==> src/rtl/frequency_analyzer.sv <==
// -----------------------------------------------------------------------------
// frequency_analyzer
//
// Measurement stage for one analyzer channel. Between a start strobe falling
// edge and a stop strobe rising edge it counts:
//   - window_ticks : clocks spent in the measurement window
//   - high_ticks   : clocks with the synchronised sample high
//   - edge_count   : rising edges of the synchronised sample
// Results are latched at window close and held behind a valid/ack handshake
// for the downstream frequency/duty calculator.
//
// Ports
//   clock         system clock, all logic on the rising edge
//   reset         asynchronous, active-high; clears all state and outputs
//   enable        block enable; low aborts any window in progress
//   start         window start strobe (synchronous to clock)
//   stop          window stop strobe (synchronous to clock)
//   sample_in     measured signal, asynchronous to clock
//   result_ack    consumer accepts the current result
//   busy          high while a window is being measured
//   result_valid  result registers hold an unacknowledged result
//   edge_count    rising edges of sample_in inside the window
//   high_ticks    clocks with synchronised sample_in high inside the window
//   window_ticks  window length in clocks
//   overflow      a counter saturated in the latched window
//   overrun       sticky; a result was replaced before it was acknowledged
// -----------------------------------------------------------------------------
module frequency_analyzer #(
    parameter int unsigned COUNTER_WIDTH = 32,
    parameter int unsigned SYNC_STAGES   = 2
) (
    input  logic                     clock,
    input  logic                     reset,
    input  logic                     enable,
    input  logic                     start,
    input  logic                     stop,
    input  logic                     sample_in,
    input  logic                     result_ack,
    output logic                     busy,
    output logic                     result_valid,
    output logic [COUNTER_WIDTH-1:0] edge_count,
    output logic [COUNTER_WIDTH-1:0] high_ticks,
    output logic [COUNTER_WIDTH-1:0] window_ticks,
    output logic                     overflow,
    output logic                     overrun
);

    localparam int unsigned CW  = COUNTER_WIDTH;
    localparam int unsigned CW1 = COUNTER_WIDTH + 1;
    localparam int unsigned SW  = SYNC_STAGES;
    localparam logic [CW-1:0] CNT_MAX = {CW{1'b1}};

    typedef enum logic [1:0] {
        ST_IDLE    = 2'd0,
        ST_ARMED   = 2'd1,
        ST_MEASURE = 2'd2
    } state_t;

    // One complete measurement: working set and latched result share this shape.
    typedef struct packed {
        logic          ovf;
        logic [CW-1:0] edges;
        logic [CW-1:0] high;
        logic [CW-1:0] window;
    } meas_t;

    state_t        state;
    state_t        state_next;

    logic [SW-1:0] sync_q;
    logic          s_sync;
    logic          sample_prev;
    logic          start_prev;
    logic          stop_prev;

    logic          start_fall_c;
    logic          stop_rise_c;
    logic          s_rise_c;

    logic          clear_c;
    logic          count_c;
    logic          latch_c;

    logic [CW:0]   win_sum_c;
    logic [CW:0]   high_sum_c;
    logic [CW:0]   edge_sum_c;

    meas_t         work_q;
    meas_t         work_next_c;
    meas_t         result_q;

    // Sample synchroniser and one-cycle history for edge detection.
    // start/stop come from the same clock domain and are used directly.
    always_ff @(posedge clock or posedge reset) begin
        if (reset) begin
            sync_q      <= '0;
            sample_prev <= 1'b0;
            start_prev  <= 1'b0;
            stop_prev   <= 1'b0;
        end else begin
            sync_q      <= {sync_q[SW-2:0], sample_in};
            sample_prev <= s_sync;
            start_prev  <= start;
            stop_prev   <= stop;
        end
    end

    assign s_sync       = sync_q[SW-1];
    assign start_fall_c = start_prev & ~start;
    assign stop_rise_c  = ~stop_prev & stop;
    assign s_rise_c     = s_sync & ~sample_prev;

    // FSM state register.
    always_ff @(posedge clock or posedge reset) begin
        if (reset) begin
            state <= ST_IDLE;
        end else begin
            state <= state_next;
        end
    end

    // FSM next state. Dropping enable returns to IDLE from anywhere.
    always_comb begin
        state_next = state;
        if (!enable) begin
            state_next = ST_IDLE;
        end else begin
            case (state)
                ST_IDLE:    if (start)        state_next = ST_ARMED;
                ST_ARMED:   if (start_fall_c) state_next = ST_MEASURE;
                ST_MEASURE: if (stop_rise_c)  state_next = ST_IDLE;
                default:                      state_next = ST_IDLE;
            endcase
        end
    end

    // FSM datapath controls. A stop rise coinciding with the start fall is
    // ignored because it arrives while still ARMED.
    always_comb begin
        clear_c = 1'b0;
        count_c = 1'b0;
        latch_c = 1'b0;
        if (enable) begin
            case (state)
                ST_ARMED: begin
                    clear_c = start_fall_c;
                end
                ST_MEASURE: begin
                    count_c = ~stop_rise_c;
                    latch_c = stop_rise_c;
                end
                default: ;
            endcase
        end
    end

    // busy mirrors the MEASURE state as a registered output.
    always_ff @(posedge clock or posedge reset) begin
        if (reset) begin
            busy <= 1'b0;
        end else begin
            busy <= (state_next == ST_MEASURE);
        end
    end

    // Saturating increments: the carry out of each widened sum marks an
    // increment that would wrap, so the counter holds at max and flags ovf.
    always_comb begin
        win_sum_c  = {1'b0, work_q.window} + CW1'(1);
        high_sum_c = {1'b0, work_q.high}   + CW1'(s_sync);
        edge_sum_c = {1'b0, work_q.edges}  + CW1'(s_rise_c);

        work_next_c        = work_q;
        work_next_c.window = win_sum_c[CW]  ? CNT_MAX : win_sum_c[CW-1:0];
        work_next_c.high   = high_sum_c[CW] ? CNT_MAX : high_sum_c[CW-1:0];
        work_next_c.edges  = edge_sum_c[CW] ? CNT_MAX : edge_sum_c[CW-1:0];
        work_next_c.ovf    = work_q.ovf | win_sum_c[CW] | high_sum_c[CW]
                             | edge_sum_c[CW];
    end

    // Working counters: cleared on window open, advanced every window cycle.
    always_ff @(posedge clock or posedge reset) begin
        if (reset) begin
            work_q <= '0;
        end else if (clear_c) begin
            work_q <= '0;
        end else if (count_c) begin
            work_q <= work_next_c;
        end
    end

    // Result registers and handshake. A new latch always wins; it only counts
    // as an overrun if the previous result was neither acked before nor in the
    // latch cycle itself.
    always_ff @(posedge clock or posedge reset) begin
        if (reset) begin
            result_q     <= '0;
            result_valid <= 1'b0;
            overrun      <= 1'b0;
        end else if (latch_c) begin
            result_q     <= work_q;
            result_valid <= 1'b1;
            if (result_valid && !result_ack) begin
                overrun <= 1'b1;
            end
        end else if (result_valid && result_ack) begin
            result_valid <= 1'b0;
        end
    end

    assign edge_count   = result_q.edges;
    assign high_ticks   = result_q.high;
    assign window_ticks = result_q.window;
    assign overflow     = result_q.ovf;

endmodule

==> config.mk <==
export PLATFORM = sky130hd
export DESIGN_NAME = frequency_analyzer
export DESIGN_NICKNAME = d
export VERILOG_FILES = /design/src/rtl/frequency_analyzer.sv
export SDC_FILE = /design/constraint.sdc
export NUM_CORES = 1
export LEC_CHECK = 0
export ABC_AREA = 1
export CAP_MARGIN = 20
export CELL_PAD_IN_SITES_DETAIL_PLACEMENT = 1
export CELL_PAD_IN_SITES_GLOBAL_PLACEMENT = 1
export CORE_MARGIN = 4
export CORE_UTILIZATION = 45
export DETAILED_ROUTE_END_ITERATION = 8
export GPL_TIMING_DRIVEN = 0
export HOLD_SLACK_MARGIN = 0.03
export PLACE_DENSITY_LB_ADDON = 0.1
export SKIP_LAST_GASP = 1
export SYNTH_ARGS = -nofsm -noshare
export SYNTH_HDL_FRONTEND = slang
export SYNTH_SLANG_ARGS = --single-unit
==> constraint.sdc <==
create_clock -name clock -period 20.8 [get_ports clock]
set_input_delay 5.2 -clock clock [delete_from_list [all_inputs] [get_ports clock]]
set_output_delay 5.2 -clock clock [all_outputs]
set_load 0.02 [all_outputs]
==> results of run 1 <==
metrics by stage:
step                instance area [um^2]  hold WS [ns]
floorplan                          10800         0.331
global placement                   12300         0.338
detailed placement                 12300         0.346
CTS                                13200         0.360
global route                       13200         0.368
finish                             13200         0.357
synthesized netlist by cell type, types with 9 or more instances:
| cell type | n | share of area [%] |
|---|---|---|
| sky130_fd_sc_hd__buf_2 | 14 | 0.65 |
| sky130_fd_sc_hd__nand4_1 | 11 | 0.64 |
| sky130_fd_sc_hd__o21ai_2 | 13 | 1.1 |
| sky130_fd_sc_hd__inv_1 | 131 | 4.6 |
| sky130_fd_sc_hd__o21ai_0 | 130 | 6.0 |
| sky130_fd_sc_hd__o211ai_1 | 9 | 0.63 |
| sky130_fd_sc_hd__nand2_1 | 613 | 21 |
| sky130_fd_sc_hd__nor2_2 | 11 | 0.64 |
| sky130_fd_sc_hd__xor2_1 | 9 | 0.73 |
| sky130_fd_sc_hd__nor2_1 | 138 | 4.8 |
| sky130_fd_sc_hd__nand3_1 | 88 | 4.1 |
| sky130_fd_sc_hd__nand3_2 | 20 | 1.9 |
| sky130_fd_sc_hd__dfrtp_1 | 204 | 47 |
| sky130_fd_sc_hd__clkbuf_1 | 23 | 0.80 |
worst max-delay path, delay by kind of cell:
kind	cells	cell delay, ns
buffers and inverters	5	1.37
AND/OR/NAND/NOR	5	0.75
registers in the layout, indices dropped and copies added, names as in the netlist:
| signal | flops |
|---|---|
| state | 2 |
| overrun | 1 |
| overflow | 1 |
| stop_prev | 1 |
| sample_prev | 1 |
| result_valid | 1 |
| busy | 1 |
| work_q | 97 |
| window_ticks | 32 |
| high_ticks | 32 |
| sync_q | 2 |
| start_prev | 1 |
| edge_count | 32 |
layout make-up:
class	instances	area share [%]
clock inverter	14	1.88
tap	319	3.02
timing repair buffer	108	8.43
multi-input combinational	1089	37.2
inverter	139	4.00
sequential	204	38.6
buffer	48	1.83
clock buffer	29	5.07
where the power goes:
part	internal [mW]	leakage (nW)	switching (mW)
clock network	0.316	0.457	0.176
registers	0.432	2.72	0.0309
logic	0.0587	2.98	0.0819
worst min path at each step:
stage	cells past startpoint	from	to
floorplan	0	sync_q[0]$_DFF_PP0_	sync_q[1]$_DFF_PP0_
global placement	0	sync_q[0]$_DFF_PP0_	sync_q[1]$_DFF_PP0_
detailed placement	0	sync_q[0]$_DFF_PP0_	sync_q[1]$_DFF_PP0_
CTS	0	sync_q[0]$_DFF_PP0_	sync_q[1]$_DFF_PP0_
global route	0	sync_q[0]$_DFF_PP0_	sync_q[1]$_DFF_PP0_
finish	0	sync_q[0]$_DFF_PP0_	sync_q[1]$_DFF_PP0_
layer usage:
metal  routed length, um  share of wire, %  vias up
met5                   0                 0        -
met1               15400                44     5164
met4                 659               1.9        0
met3                1430               4.1       38
li1                    -                 -     4910
met2               17400                50      200
cell families after synthesis:
group           synth area share [%]
compound gates                  8.30
xor+xnor                       0.812
flops                           47.3
buf+inv                         7.08
simple gates                    35.9
fa+ha+maj                      0.580
==> reports/results.md, run 1 <==
| Quantity | Value |
|---|---|
| Detail-routed net length per standard cell | 17.9 um |
| Kind of launch point of the worst setup path | input pin |
| Critical Path Sink | work_q[95]$_DFFE_PP0P_ |
| Core Box Area | 23500 um^2 |
| Peak-usage layer in the global routing report | met2 |
| Worst endpoint required time | 21.24 ns |
| Final worst-path setup slack | 13.91 ns |
| Deepest level of the CTS H-tree | 1 |
| Total routing usage reported by global routing | 26.7% |
| Cts bufs inserted | 24 |
| DRC | 0 |
| Count of hold buffers inserted by post-cts repair | 0 |
| Slowest stage cell, crit path | sky130_fd_sc_hd__clkdlybuf4s50_1 |
| Number of hold-slack violations in the final timing report | 0 |
| Worst reg2reg path depth | 13 |
| Max-slew violation count | 0 |
| Largest net degree at the start of global routing | 74 |
| Number of buffers added for setup after CTS | 0 |
| Sequential cell area fraction in the yosys report | 47.3% |
| Last weighted congestion value of the routability-driven placer | 0.892 |
| Non-filler instance count after layout | 1950 |
| Static leakage power | 6.15 nW |
| DR vias/cell | 5.29 |
| Cell count after placement | 1907 |
| Critical-path maximum fanout | 10 |
| WP data arrival | 7.33 ns |
| Starting density of the core | 45.8% |
| Rows | 56 |
| Area taken by multi-input logic gates | 4920 um^2 |
| Worst slew margin | 51.4% |
| Die width | 163 um |
| Synthesized flop and latch total | 204 |
| Slew at the pin closest to its max-slew limit | 0.729 ns |
| Classification of the worst-slack hold path | flop to flop |
| M1 GR Usage | 35.8% |
| Synth async-reset ratio | 100% |
| Met2 Resource Use GR | 47.0% |
| Number of resized instances in the post-cts repair step | 0 |
| Critical Path Start | stop |
| Clock root buffer master | sky130_fd_sc_hd__clkbuf_16 |
| Number of global-route vias before repair | 10850 |
| Most prevalent standard cell on the critical path | sky130_fd_sc_hd__nand2_1 |
| Die outline area | 26500 um^2 |
| Power consumption | 1.10 mW |
| Wire length of the first global-routing pass | 57500 um |
| Top library cells by usage in the layout, fill and taps aside | sky130_fd_sc_hd__nand2_1 (613), sky130_fd_sc_hd__dfrtp_1 (204), sky130_fd_sc_hd__nor2_1 (138) |
| Total of warnings raised by yosys | 0 |
| Max frequency | 0.145 GHz |
| Chip Height | 163 um |
| PwrDens | 82.8 nW/um^2 |
| Critical Path End Type | flop |
| Post-route fraction of the period consumed by the critical path | 33.1% |
| Post-synthesis cell count | 1480 |
| Number of I/O port buffers | 106 |
| Total via count after detailed routing | 10312 |
| Sink Count | 204 |
| Count of boundary I/O pins | 107 |
| Antenna-violating nets left | 0 |
| Number of nets in the final layout | 1626 |
| Global routing usage on met3 | 3.14% |
| Count of flip-flops with a built-in enable after synthesis | 0 |
| Most used DFF post-synth | sky130_fd_sc_hd__dfrtp_1 |
| Distinct cell type count after synthesis | 31 |
| Outcome | finished, final reports clean |
| Fillers | 3019 |
| Min Clock Period, post-route | 6.89 ns |
| Largest vdd supply drop | 0.0738 mV |
| Max-cap violations | 0 |
| Endpoint of the worst register-to-register path | work_q[95]$_DFFE_PP0P_ |
| Clk_skew | 0.0184 ns |
| Share of cells above drive strength 1 | 8.46% |
| Startpoint-to-endpoint class of the critical path | input pin to flop |
| Worst-path clk slew | 0.06 ns |
| Deepest clock path buffer count | 3 |
| Clock latency at the later pin of the worst-skew pair | 0.52 ns |
| RR Startpoint | sync_q[1]$_DFF_PP0_ |
| Syn-to-layout area delta | 22.6% |
| Overflow after GRT | 0 |
| Finish-stage setup viols | 0 |
| Post-Synthesis Mean Instance Area | 7.29 um^2 |
| Commonest non-fill, non-tap cell in the layout | sky130_fd_sc_hd__nand2_1 |
| Seq. cell area | 5100 um^2 |
| Register-to-register setup slack | 18.43 ns |
| Drt initial violations | 572 |
| Delay contributed by the slowest stage of the critical path | 0.47 ns |
| Cells traversed along the worst timing path | clkdlybuf4s50_1 -> inv_1 -> nor2_1 -> nor3_2 -> inv_2 -> nand2_1 -> inv_2 -> clkbuf_1 -> nand2_1 -> nand2_1 |
| Total inserted antenna cells | 0 |
| CTS tree | done |
| Initial DRT Pass Iterations | 7 |
| Utilization after layout | 56.2% |
| Post-synthesis net count | 1492 |
| Wire length after detailed routing | 34900 um |
| Setup repair after global routing missed its margin | false |
| Worst slack, placed | 13.44 ns |
| Post-Synthesis Cell Area | 10800 um^2 |
| Detailed placement HPWL | 25800 um |
| Antenna violations before repair | 0 |
| Final-layout setup total negative slack | 0 ns |
No activity file was read; power rests on OpenSTA's default activity.
==> inputs of run 2 (changes only) <==
--- a/config.mk
+++ b/config.mk
@@ -10,7 +10,7 @@
 export CELL_PAD_IN_SITES_DETAIL_PLACEMENT = 1
 export CELL_PAD_IN_SITES_GLOBAL_PLACEMENT = 1
 export CORE_MARGIN = 4
-export CORE_UTILIZATION = 45
+export CORE_UTILIZATION = 42
 export DETAILED_ROUTE_END_ITERATION = 8
 export GPL_TIMING_DRIVEN = 0
 export HOLD_SLACK_MARGIN = 0.03
==> constraint.sdc (replaced) <==
create_clock -name clock -period 6.5 [get_ports clock]
set_input_delay 1.625 -clock clock [delete_from_list [all_inputs] [get_ports clock]]
set_output_delay 1.625 -clock clock [all_outputs]
set_load 0.02 [all_outputs]
==> reports/results.md, run 2 (synthesis results as in run 1) <==
| Quantity | Value |
|---|---|
| Power consumption | 3.40 mW |
| Power spent charging and discharging nets | 0.921 mW |
| Antenna-violating nets left | 0 |
| Delay contributed by the slowest stage of the critical path | 0.52 ns |
| Depth of the worst hold-timing path | 0 |
| Chip Height | 168 um |
| Biggest register | work_q |
| Critical-path maximum fanout | 10 |
| PwrDens | 257 nW/um^2 |
| Number of I/O port buffers | 106 |
| Number of nets in the final layout | 1629 |
| Kind of launch point of the worst setup path | input pin |
| Non-filler instance count after layout | 1965 |
| Detail-routed net length per standard cell | 17.9 um |
| Number of global-route vias before repair | 10989 |
| Number of buffers added for setup after CTS | 0 |
| Die width | 168 um |
| Count of hold buffers inserted by post-cts repair | 0 |
| Power share of the clock group | 43.1% |
| Core Box Area | 25300 um^2 |
| Share of cells above drive strength 1 | 8.56% |
| Final-layout setup total negative slack | 0 ns |
| Setup repair after global routing missed its margin | false |
| Switching power share of the total | 27.1% |
| Wire length after detailed routing | 35200 um |
| Cell family with the largest share of critical-path delay | buffers and inverters |
| Largest net degree at the start of global routing | 42 |
| Cells traversed along the worst timing path | clkdlybuf4s50_1 -> inv_1 -> nor2_1 -> nor3_2 -> inv_2 -> nand2_1 -> inv_2 -> clkbuf_1 -> nand2_1 -> nand2_1 |
| Deepest level of the CTS H-tree | 1 |
| Max-cap violations | 0 |
| Post-route fraction of the period consumed by the critical path | 52.6% |
| Clock root buffer master | sky130_fd_sc_hd__clkbuf_16 |
| Worst-path clk slew | 0.06 ns |
| Drt initial violations | 624 |
| Classification of the worst-slack hold path | flop to flop |
| Antenna violations before repair | 0 |
| DR vias/cell | 5.22 |
| WP data arrival | 3.88 ns |
| Die outline area | 28300 um^2 |
| Relative contribution of combinational cells to total power | 13.4% |
| Sink Count | 204 |
| Clk_skew | 0.00825 ns |
| Number of resized instances in the post-cts repair step | 0 |
| Most prevalent standard cell on the critical path | sky130_fd_sc_hd__nand2_1 |
| RR Startpoint | sync_q[1]$_DFF_PP0_ |
| Worst slew margin | 51.5% |
| Outcome | finished, final reports clean |
| Placement-stage cell area | 12400 um^2 |
| Total via count after detailed routing | 10267 |
| Total routing usage reported by global routing | 25.2% |
| Slowest stage cell, crit path | sky130_fd_sc_hd__clkbuf_1 |
| Max frequency | 0.292 GHz |
| Worst hold start | sync_q[0]$_DFF_PP0_ |
| Cts bufs inserted | 24 |
| Total inserted antenna cells | 0 |
| Endpoint of the worst register-to-register path | work_q[67]$_DFFE_PP0P_ |
| Finish-stage setup viols | 0 |
| Critical Path End Type | flop |
| Clock latency at the later pin of the worst-skew pair | 0.53 ns |
| Starting density of the core | 42.7% |
| Worst endpoint required time | 6.96 ns |
| Internal power | 2.48 mW |
| CTS tree | done |
| Syn-to-layout area delta | 22.6% |
| Min-Delay Endpoint | sync_q[1]$_DFF_PP0_ |
| Flip-flop count of the largest register, all copies and words added | 97 |
| Cell count after placement | 1921 |
| Max-slew violation count | 0 |
| Number of hold-slack violations in the final timing report | 0 |
| Post-route cell area | 13200 um^2 |
| Slew at the pin closest to its max-slew limit | 0.728 ns |
| Top library cells by usage in the layout, fill and taps aside | sky130_fd_sc_hd__nand2_1 (613), sky130_fd_sc_hd__dfrtp_1 (204), sky130_fd_sc_hd__nor2_1 (138) |
| Min Clock Period, post-route | 3.42 ns |
| Seq pwr share | 43.6% |
| Startpoint-to-endpoint class of the critical path | input pin to flop |
| Last weighted congestion value of the routability-driven placer | 0.944 |
| Overflow after GRT | 0 |
| Register-to-register setup slack | 4.16 ns |
| Initial DRT Pass Iterations | 5 |
| Wire length of the first global-routing pass | 58300 um |
| CP bufs+invs | 5 |
| Deepest clock path buffer count | 3 |
| Static leakage power | 6.14 nW |
| Worst reg2reg path depth | 13 |
| Commonest non-fill, non-tap cell in the layout | sky130_fd_sc_hd__nand2_1 |
| Min Hold Slack | 0.435 ns |
| Count of boundary I/O pins | 107 |
| Rows | 58 |
| Detailed placement HPWL | 26400 um |
| Largest vdd supply drop | 0.200 mV |
| DRC | 0 |
run 2: cell count changes in the layout (fill, tap and decap cells not counted), sizes merged:
cell and delta:
buf +3, bufinv -4, clkbuf +7, clkinv -3, clkinvlp +2, inv -1
run 2: per-layer routing:
| layer | part of all wire (%) | track usage (%) |
|---|---|---|
| met1 | 44 | 33.0 |
| met2 | 48 | 43.6 |
| met3 | 4.3 | 3.73 |
| met4 | 2.9 | 7.30 |
| met5 | 0 | 0 |
run 2: cell type report:
type	instances	area [um^2]
multi-input combinational	1089	4920
buffer	48	243
inverter	139	526
fill	3170	12000
clock inverter	8	118
timing repair buffer	111	1160
tap	330	413
sequential	204	5100
clock buffer	36	747
run 2: worst max-delay path by stage:
| stage | from | to | cells after the start |
|---|---|---|---|
| detailed placement | stop | work_q[21]$_DFFE_PP0P_ | 10 |
| CTS | stop | work_q[21]$_DFFE_PP0P_ | 10 |
| global placement | reset | work_q[87]$_DFFE_PP0P_ | 2 |
| finish | stop | work_q[1]$_DFFE_PP0P_ | 10 |
| global route | stop | work_q[19]$_DFFE_PP0P_ | 10 |
| floorplan | reset | busy$_DFF_PP0_ | 1 |
run 2: worst reg2reg max path, cell delays in order (launching register included):
cell,delay [ns]
sky130_fd_sc_hd__dfrtp_1,0.42
sky130_fd_sc_hd__inv_1,0.07
sky130_fd_sc_hd__nor2_1,0.13
sky130_fd_sc_hd__ha_1,0.19
sky130_fd_sc_hd__ha_1,0.19
sky130_fd_sc_hd__nand2_1,0.11
sky130_fd_sc_hd__nor2_2,0.19
sky130_fd_sc_hd__nand2_2,0.18
sky130_fd_sc_hd__nor2_8,0.22
sky130_fd_sc_hd__nand3_4,0.14
sky130_fd_sc_hd__buf_6,0.21
sky130_fd_sc_hd__nand3_1,0.09
sky130_fd_sc_hd__nand2_1,0.07
sky130_fd_sc_hd__o21ai_2,0.06
run 2: power groups by stage:
stage / registers [mW] / clock network (mW) / logic [mW]
after global placement: 1.50 / 0 / 0.435
after detailed placement: 1.50 / 0 / 0.460
after floorplan: 1.55 / 0 / 0.193
final: 1.48 / 1.47 / 0.455
after global routing: 1.50 / 1.56 / 0.505
after CTS: 1.48 / 1.49 / 0.463
run 2: stage by stage:
| stage | setup WS [ns] | util [%] |
|---|---|---|
| 4_1_cts | 3.09 | 52.4 |
| 6_report | 3.08 | 52.4 |
| 3_3_place_gp | 0.403 | 48.6 |
| 2_1_floorplan | 2.23 | - |
| 3_5_place_dp | 2.55 | 49.0 |
| 5_1_grt | 2.90 | 52.4 |
==> inputs of run 3 (changes only) <==
--- a/config.mk
+++ b/config.mk
@@ -10,7 +10,7 @@
 export CELL_PAD_IN_SITES_DETAIL_PLACEMENT = 1
 export CELL_PAD_IN_SITES_GLOBAL_PLACEMENT = 1
 export CORE_MARGIN = 4
-export CORE_UTILIZATION = 42
+export CORE_UTILIZATION = 38
 export DETAILED_ROUTE_END_ITERATION = 8
 export GPL_TIMING_DRIVEN = 0
 export HOLD_SLACK_MARGIN = 0.03
==> constraint.sdc (replaced) <==
create_clock -name clock -period 3.1 [get_ports clock]
set_input_delay 0.775 -clock clock [delete_from_list [all_inputs] [get_ports clock]]
set_output_delay 0.775 -clock clock [all_outputs]
set_load 0.02 [all_outputs]
==> reports/results.md, run 3 (synthesis results as in run 1) <==
| Quantity | Value |
|---|---|
| Max-cap violations | 0 |
| Number of global-route vias before repair | 10746 |
| Total via count after detailed routing | 10122 |
| Deepest clock path buffer count | 3 |
| Detail-routed net length per standard cell | 17.5 um |
| Kind of launch point of the worst setup path | input pin |
| Critical Path End Type | flop |
| Flip-flop count of the largest register, all copies and words added | 97 |
| PwrDens | 517 nW/um^2 |
| Number of nets in the final layout | 1630 |
| Post-route fraction of the period consumed by the critical path | 81.8% |
| Area taken by multi-input logic gates | 4920 um^2 |
| Clock root buffer master | sky130_fd_sc_hd__clkbuf_16 |
| Core Box Area | 27900 um^2 |
| Global routing usage on met3 | 2.57% |
| Biggest register | work_q |
| Initial DRT Pass Iterations | 4 |
| WP data arrival | 2.99 ns |
| Internal power | 4.92 mW |
| Top library cells by usage in the layout, fill and taps aside | sky130_fd_sc_hd__nand2_1 (613), sky130_fd_sc_hd__dfrtp_1 (204), sky130_fd_sc_hd__nor2_1 (138) |
| Setup repair after global routing missed its margin | false |
| Number of buffers added for setup after CTS | 0 |
| Detailed placement HPWL | 26600 um |
| Worst-path clk slew | 0.06 ns |
| Clk_skew | 0.0103 ns |
| Total routing usage reported by global routing | 22.7% |
| Worst slack, placed | 0.0705 ns |
| Count of hold buffers inserted by post-cts repair | 0 |
| Wire length after detailed routing | 35200 um |
| Static leakage power | 6.10 nW |
| Relative contribution of combinational cells to total power | 13.9% |
| Antenna-violating nets left | 0 |
| Max frequency | 0.394 GHz |
| Number of I/O port buffers | 106 |
| Die width | 177 um |
| Power consumption | 6.82 mW |
| Min Clock Period, post-route | 2.54 ns |
| DRC | 0 |
| Seq. cell area | 5100 um^2 |
| Cells traversed along the worst timing path | clkdlybuf4s50_1 -> inv_1 -> nor2_1 -> nor3_2 -> inv_2 -> nand2_1 -> inv_2 -> clkbuf_1 -> nand2_1 -> nand2_1 |
| Cts bufs inserted | 25 |
| Antenna violations before repair | 0 |
| Outcome | finished, final reports clean |
| Most prevalent standard cell on the critical path | sky130_fd_sc_hd__nand2_1 |
| Sink Count | 204 |
| Number of resized instances in the post-cts repair step | 0 |
| Chip Height | 177 um |
| Drt initial violations | 496 |
| Met2 Resource Use GR | 39.8% |
| Rows | 61 |
| Fillers | 3535 |
| Starting density of the core | 38.6% |
| Classification of the worst-slack hold path | flop to flop |
| Count of boundary I/O pins | 107 |
| Syn-to-layout area delta | 22.4% |
| Seq pwr share | 45.6% |
| Slew at the pin closest to its max-slew limit | 0.758 ns |
| Finish-stage setup viols | 0 |
| Power spent charging and discharging nets | 1.90 mW |
| Largest net degree at the start of global routing | 42 |
| Clock latency at the later pin of the worst-skew pair | 0.52 ns |
| M1 GR Usage | 30.5% |
| Worst slew margin | 49.4% |
| Number of hold-slack violations in the final timing report | 0 |
| Critical-path maximum fanout | 10 |
| CTS tree | done |
| Switching power share of the total | 27.8% |
| Utilization after layout | 47.3% |
| Slowest stage cell, crit path | sky130_fd_sc_hd__clkbuf_1 |
| Startpoint-to-endpoint class of the critical path | input pin to flop |
| Wire length of the first global-routing pass | 57400 um |
| Overflow after GRT | 0 |
| Max-slew violation count | 0 |
| Power share of the clock group | 40.5% |
| Die outline area | 31200 um^2 |
| Total inserted antenna cells | 0 |
| DR vias/cell | 5.03 |
| Deepest level of the CTS H-tree | 1 |
| Delay contributed by the slowest stage of the critical path | 0.51 ns |
| Commonest non-fill, non-tap cell in the layout | sky130_fd_sc_hd__nand2_1 |
| Final worst-path setup slack | 0.563 ns |
| Largest vdd supply drop | 0.337 mV |
| Worst endpoint required time | 3.55 ns |
| Last weighted congestion value of the routability-driven placer | 0.923 |
| Share of cells above drive strength 1 | 8.50% |
| Peak-usage layer in the global routing report | met2 |
## run 3: metal layers
metal  vias to the layer above  wire, um  part of all wire, %
li1                       4921         -                    -
met1                      5012     16200                   46
met2                       144     17200                   49
met3                        45      1080                  3.1
met4                         0       786                  2.2
met5                         -         0                    0
## run 3: final timing paths
check / start / endpoint / slack [ns] / depth (start not counted)
worst max-delay path: stop / work_q[1]$_DFFE_PP0P_ / 0.56 / 10
min in group asynchronous: reset / high_ticks[16]$_DFFE_PP0P_ / 0.69 / 2
worst min-delay path: sync_q[0]$_DFF_PP0_ / sync_q[1]$_DFF_PP0_ / 0.43 / 0
worst min register to register: sync_q[0]$_DFF_PP0_ / sync_q[1]$_DFF_PP0_ / 0.43 / 0
worst max register to register: sync_q[1]$_DFF_PP0_ / work_q[95]$_DFFE_PP0P_ / 0.72 / 13
max in group asynchronous: reset / edge_count[25]$_DFFE_PP0P_ / 1.28 / 5
## run 3: power groups by stage
stage	Sequential, mW	Clock [mW]	Combinational [mW]
after floorplan	3.25	0	0.405
after global placement	3.15	0	0.915
after detailed placement	3.15	0	0.960
after CTS	3.11	2.83	0.966
after global routing	3.15	2.95	1.05
final	3.11	2.77	0.947
## run 3: stage by stage
stage | hold WS (ns) | cells | cell area (um^2) | setup TNS, ns
after floorplan | 0.331 | 1480 | 10800 | -65.13
after global placement | 0.420 | 1964 | 12300 | -438.61
after detailed placement | 0.398 | 1969 | 12400 | 0
after CTS | 0.429 | 2014 | 13200 | 0
after global routing | 0.438 | 2014 | 13200 | 0
final | 0.435 | 2014 | 13200 | 0
## run 3: worst max-delay path, delay by kind of cell
family        cells  cell delay, ns
buf+inv           5            1.46
simple gates      5            0.76
## run 3: cell type report
type	instances	share of cell area, %
clock buffers	36	5.50
flip-flops and latches	204	38.6
inverters	139	3.98
plain buffers	48	1.84
multi-input cells	1089	37.3
clock inverters	9	0.388
repair buffers	111	8.79
well taps	378	3.58
